--- src/rtl/sram_stream_reader.sv ---
// Burst read controller for a 1W1R SRAM macro; streams words on valid/ready.
// Optional stall counter output enabled with `define SRAM_RD_PERF_CNT_EN.
module sram_stream_reader #(
    parameter int DATA_WIDTH = 32,
    parameter int ADDR_WIDTH = 8,
    parameter int FIFO_DEPTH = 2
) (
    input  logic                  clk,
    input  logic                  rst,
    input  logic                  cmd_valid,
    output logic                  cmd_ready,
    input  logic [ADDR_WIDTH-1:0] cmd_addr,
    input  logic [ADDR_WIDTH:0]   cmd_len,
    output logic                  sram_csb,
    output logic [ADDR_WIDTH-1:0] sram_addr,
    input  logic [DATA_WIDTH-1:0] sram_dout,
    output logic                  m_valid,
    input  logic                  m_ready,
    output logic [DATA_WIDTH-1:0] m_data,
    output logic                  m_last,
    output logic                  busy,
`ifdef SRAM_RD_PERF_CNT_EN
    output logic [31:0]           stall_cnt,
`endif
    output logic                  done
);

    localparam int PW = (FIFO_DEPTH > 1) ? $clog2(FIFO_DEPTH) : 1;
    localparam int CW = PW + 1;

    typedef enum logic [1:0] {
        IDLE,
        ISSUE,
        DRAIN
    } state_e;

    state_e                state_q;
    logic [ADDR_WIDTH-1:0] rd_addr_q;
    logic [ADDR_WIDTH-1:0] addr_q;
    logic [ADDR_WIDTH:0]   len_q;
    logic [ADDR_WIDTH:0]   issued_q;
    logic                  infl_q;
    logic                  infl_last_q;
    logic                  done_q;

    logic [DATA_WIDTH-1:0] mem_q  [FIFO_DEPTH];
    logic                  last_q [FIFO_DEPTH];
    logic [PW-1:0]         wr_ptr_q;
    logic [PW-1:0]         rd_ptr_q;
    logic [CW-1:0]         count_q;
    logic [CW-1:0]         count_d;

    logic          accept;
    logic          pop;
    logic [CW-1:0] occ;
    logic          slot_free;
    logic          issue;
    logic          issue_last;

    assign accept     = cmd_valid & cmd_ready;
    assign pop        = m_valid & m_ready;
    assign occ        = count_q + CW'(infl_q);
    // A pop this cycle frees a slot for the read issued this cycle.
    assign slot_free  = (occ < CW'(FIFO_DEPTH)) | pop;
    assign issue      = ~rst & (state_q == ISSUE) & slot_free;
    assign issue_last = (issued_q == len_q - 1'b1);

    assign sram_csb  = ~issue;
    assign sram_addr = issue ? rd_addr_q : addr_q;
    assign cmd_ready = (state_q == IDLE);
    assign busy      = (state_q != IDLE);
    assign done      = done_q;
    assign m_valid   = (count_q != '0);
    assign m_data    = mem_q[rd_ptr_q];
    assign m_last    = last_q[rd_ptr_q];

    always_ff @(posedge clk) begin
        if (rst) begin
            state_q     <= IDLE;
            rd_addr_q   <= '0;
            addr_q      <= '0;
            len_q       <= '0;
            issued_q    <= '0;
            infl_q      <= 1'b0;
            infl_last_q <= 1'b0;
            done_q      <= 1'b0;
        end else begin
            done_q      <= 1'b0;
            infl_q      <= issue;
            infl_last_q <= issue & issue_last;
            if (issue) begin
                addr_q    <= rd_addr_q;
                rd_addr_q <= rd_addr_q + 1'b1;
                issued_q  <= issued_q + 1'b1;
            end
            unique case (state_q)
                IDLE: begin
                    if (accept && cmd_len != '0) begin
                        rd_addr_q <= cmd_addr;
                        len_q     <= cmd_len;
                        issued_q  <= '0;
                        state_q   <= ISSUE;
                    end
                end
                ISSUE: begin
                    if (issue && issue_last) begin
                        state_q <= DRAIN;
                    end
                end
                DRAIN: begin
                    if (pop && m_last) begin
                        state_q <= IDLE;
                        done_q  <= 1'b1;
                    end
                end
                default: state_q <= IDLE;
            endcase
        end
    end

    // Word read last cycle is on sram_dout now; capture it unmodified.
    always_comb begin
        count_d = count_q + CW'(infl_q) - CW'(pop);
    end

    always_ff @(posedge clk) begin
        if (rst) begin
            for (int i = 0; i < FIFO_DEPTH; i++) begin
                mem_q[i]  <= '0;
                last_q[i] <= 1'b0;
            end
            wr_ptr_q <= '0;
            rd_ptr_q <= '0;
            count_q  <= '0;
        end else begin
            if (infl_q) begin
                mem_q[wr_ptr_q]  <= sram_dout;
                last_q[wr_ptr_q] <= infl_last_q;
                wr_ptr_q         <= wr_ptr_q + 1'b1;
            end
            if (pop) begin
                rd_ptr_q <= rd_ptr_q + 1'b1;
            end
            count_q <= count_d;
        end
    end

`ifdef SRAM_RD_PERF_CNT_EN
    logic [31:0] stall_q;

    always_ff @(posedge clk) begin
        if (rst) begin
            stall_q <= '0;
        end else if (accept) begin
            stall_q <= '0;
        end else if (m_valid && !m_ready && stall_q != '1) begin
            stall_q <= stall_q + 1'b1;
        end
    end

    assign stall_cnt = stall_q;
`endif

endmodule

--- config.mk ---
export PLATFORM = sky130hd
export DESIGN_NAME = sram_stream_reader
export DESIGN_NICKNAME = d
export VERILOG_FILES = /design/src/rtl/sram_stream_reader.sv
export SDC_FILE = /design/constraint.sdc
export NUM_CORES = 1
export LEC_CHECK = 0
export ABC_AREA = 1
export BUFFER_PORTS_ARGS = -buffer_cell sky130_fd_sc_hd__buf_4
export CAP_MARGIN = 20
export CELL_PAD_IN_SITES_DETAIL_PLACEMENT = 1
export CELL_PAD_IN_SITES_GLOBAL_PLACEMENT = 2
export CORE_UTILIZATION = 34
export CTS_CLUSTER_DIAMETER = 150
export DETAILED_ROUTE_END_ITERATION = 6
export PLACE_DENSITY = 0.81
export SLEW_MARGIN = 25
export SYNTH_ARGS = -nofsm -noshare
export SYNTH_HDL_FRONTEND = slang
export SYNTH_SLANG_ARGS = --single-unit
--- constraint.sdc ---
create_clock -name clk -period 2.63 [get_ports clk]
set_input_delay 0.263 -clock clk [delete_from_list [all_inputs] [get_ports clk]]
set_output_delay 0.263 -clock clk [all_outputs]
set_load 0.005 [all_outputs]
==> run summary <==
Setup slack after layout - 0.1944 ns
R2r setup slk - 0.71 ns
Minimum clock period after layout - 2.436 ns
Mapped Nets - 620
CP required - 2.37 ns
Clock skew - 0.008714 ns
CTS buffer count - 9
Core footprint - 14,700 sq um
Fraction of layout cells with a size suffix above 1 - 26.48%
Gr ovfl total - 0
Relative slew slack - 62.83%
Synth area leader - edfxtp_1
Routed WL - 12.31 mm
Port-buffer cells - 98
Synthesized instance count - 562
Diodes inserted - 0
Die W - 125.3 um
Synth warn - 0
Worst Max-Slew Pin Slew - 0.5570 ns
Number of flops mapped to enable cells by yosys - 66
Largest net degree at the start of global routing - 35
Post-Syn Area per Cell - 9.201 sq um
Endpoints failing setup - 0
DR WL/cell - 14.57 um
CTS root buf - clkbuf_16
# resized after CTS - 0
Hold WC Path Type - in2reg
Starting Density - 35.18%
Nets - 714
Post-synth top area share - 38.33%
Synth top area cells - edfxtp_1 (38%), dfxtp_1 (17%), nor2_1 (7.9%), mux2_2 (7.2%), nand2_1 (6.8%)
Postcts setup bufs - 0
Area growth syn-to-layout - 23.20%
FF+latch count, synth - 110
Row cnt - 44
RR Startpoint - state_q[0]$_SDFFE_PP0P_
Die Ht - 125.3 um
Final hold vios - 0
Worst Path Max Fanout - 23
Dpl cell area - 6052 sq um
First-pass GRT wire length - 21.07 mm
H-tree Lvls - 3
CP Capture Type - output port
Startpoint Class - flip-flop
Final instance area - 6371 sq um
Final ANT Viol Nets - 0
Power density cells - 704.3 nW/um^2
HPWL after detailed placement - 8.537 mm
Post-synth top cells - nor2_1 (109), nand2_1 (94), inv_1 (79), edfxtp_1 (66), dfxtp_1 (44)
Peak supply drop - 402.1 uV
1st-pass router iterations - 6
Critical R2R Capture - len_q[2]$_SDFFE_PP0P_
Clk buf depth - 2
LEAKAGE - 2.964 nW
Critical Path Sink - sram_addr[3]
CP Class - reg2out
Fin crit share - 92.61%
Most frequent cell after synthesis - nor2_1
Sequential fraction of the synthesis area - 55.36%
Filler cells - 1,720
GPL Wtd Cong - 0.7278
Post-synthesis cell type count - 34
FFs w/ async S/R, synth - 0%
1st-iter DRT viols - 226
Via/cell ratio - 4.649
Total track usage - 16.96%
Status - complete, but fails checks
Violated checks - design-rule violations
# hold bufs at CTS - 0
Clk sink count - 110
CTS tree - done
Vias in the first global route - 4,367
Reg2reg path depth - 7
Die Area - 15,710 sq um
Vias - 3,928
Clk Latency, worst-skew pair - 0.36 ns
Post-Place Worst Slack - 0.4576 ns
Max Cap Viol - 0
DRC Markers - 14
Worst setup path startpoint - infl_q$_SDFF_PP0_
Fmax - 410.6 MHz
Top_reg_cell synth - edfxtp_1
CP Data Arrival Time - 2.17 ns
Clock-pin slew on the worst setup and hold paths - 0.08 ns
Final Max Tran Viols - 0
Synthesized cell area - 5171 sq um
Initial antenna violation count - 0
# IOs - 99
==> per-stage QoR <==
| stage | hold WS (ns) | util (%) | instances | setup TNS (ns) | total power [mW] |
|---|---|---|---|---|---|
| 4_1_cts | 0.09010 | 43.16 | 844 | 0 | 4.531 |
| 3_5_place_dp | 0.4450 | 41.17 | 828 | 0 | 3.170 |
| 2_1_floorplan | 0.3661 | - | 562 | 0 | 2.717 |
| 3_3_place_gp | 0.4368 | 41.17 | 828 | 0 | 3.143 |
| 5_1_grt | 0.09098 | 43.34 | 845 | -0.004113 | 4.734 |
| 6_report | 0.09836 | 43.34 | 845 | 0 | 4.487 |
==> how the worst min path moves through the flow <==
| stage | end | cells after the start | start | slack [ns] |
|---|---|---|---|---|
| 3_5_place_dp | flip-flop | 1 | rd_ptr_q$_SDFFE_PP0P_ | 0.44 |
| 3_3_place_gp | rd_ptr_q$_SDFFE_PP0P_ | 1 | rd_ptr_q$_SDFFE_PP0P_ | 0.44 |
| 4_1_cts | rd_addr_q[0]$_SDFF_PP0_ | 3 | cmd_addr[0] | 0.09 |
| 5_1_grt | rd_addr_q[0]$_SDFF_PP0_ | 3 | cmd_addr[0] | 0.09 |
| 2_1_floorplan | len_q[6]$_SDFFE_PP0P_ | 2 | cmd_len[6] | 0.37 |
| 6_report | rd_addr_q[0]$_SDFF_PP0_ | 3 | cmd_addr[0] | 0.1 |
==> worst max-delay path: stages, from the launching register on <==
cell     delay, ns
dfxtp_1       0.34
ha_1          0.22
inv_1         0.06
nand2_1       0.04
nand2_1       0.16
nand2_4       0.12
nand2_8       0.15
inv_4         0.12
or2_2         0.28
o21ai_0       0.12
inv_1         0.08
buf_4         0.14
==> where the power goes <==
group	internal [mW]	switching (mW)	total [mW]
sequential	1.97	0.0767	2.05
combinational	0.535	0.562	1.10
clock	0.665	0.680	1.35
==> logic make-up (layout without fill, tap and decap cells) <==
logic type / count (synthesis) / count (layout) / synth area share [%]
AND/OR/NAND/NOR: 256 / 257 / 20.86
flip-flops: 110 / 110 / 55.36
buffers and inverters: 105 / 203 / 8.613
multiplexers: 34 / 34 / 7.380
AO/OA/AOI/OAI: 33 / 33 / 3.363
XOR/XNOR: 19 / 19 / 3.218
adder cells (fa/ha/maj): 5 / 5 / 1.210
==> layout by cell type, fill, tap and decap left out, types with 2 or more instances in the layout <==
cell type and count:
a21oi_1 6, buf_4 103, clkbuf_16 9, clkinv_4 2, dfxtp_1 44, edfxtp_1 66, ha_1 5, inv_1 79
inv_2 3, inv_6 3, mux2_2 33, nand2_1 93, nand2_2 4, nand2_4 2, nand3_1 20, nand3_2 2
nor2_1 109, nor2_2 3, nor3_1 12, nor3b_2 2, nor4_1 2, o21ai_0 23, or2_1 2, or2_2 4
xnor2_1 7, xor2_1 12
==> metal layers <==
layer | vias to the layer above | global-route usage, % | part of all wire (%)
met5 | - | 0 | 0
met4 | 0 | 5.165 | 1.4
met3 | 14 | 3.509 | 4.4
met2 | 80 | 30.36 | 50
met1 | 1863 | 20.39 | 45
li1 | 1971 | - | -
==> state kept, by name (all words and copies together) (netlist names), named ones only <==
name / cells
addr_q: 8
count_q: 2
done: 1
infl_last_q: 1
infl_q: 1
issued_q: 9
last_q: 2
len_q: 9
mem_q: 64
rd_addr_q: 8
rd_ptr_q: 1
state_q: 2
wr_ptr_q: 1
==> layout make-up <==
cell class	instances	area (sq um)	area share, %
Clock buffer	9	225.2	3.535
Clock inverter	7	66.31	1.041
Tap cell	184	230.2	3.614
Inverter	84	322.8	5.067
Sequential cell	110	2863	44.93
Timing Repair Buffer	103	773.2	12.14
Multi-Input combinational cell	348	1891	29.67
Power figures use the tool's default switching activity.
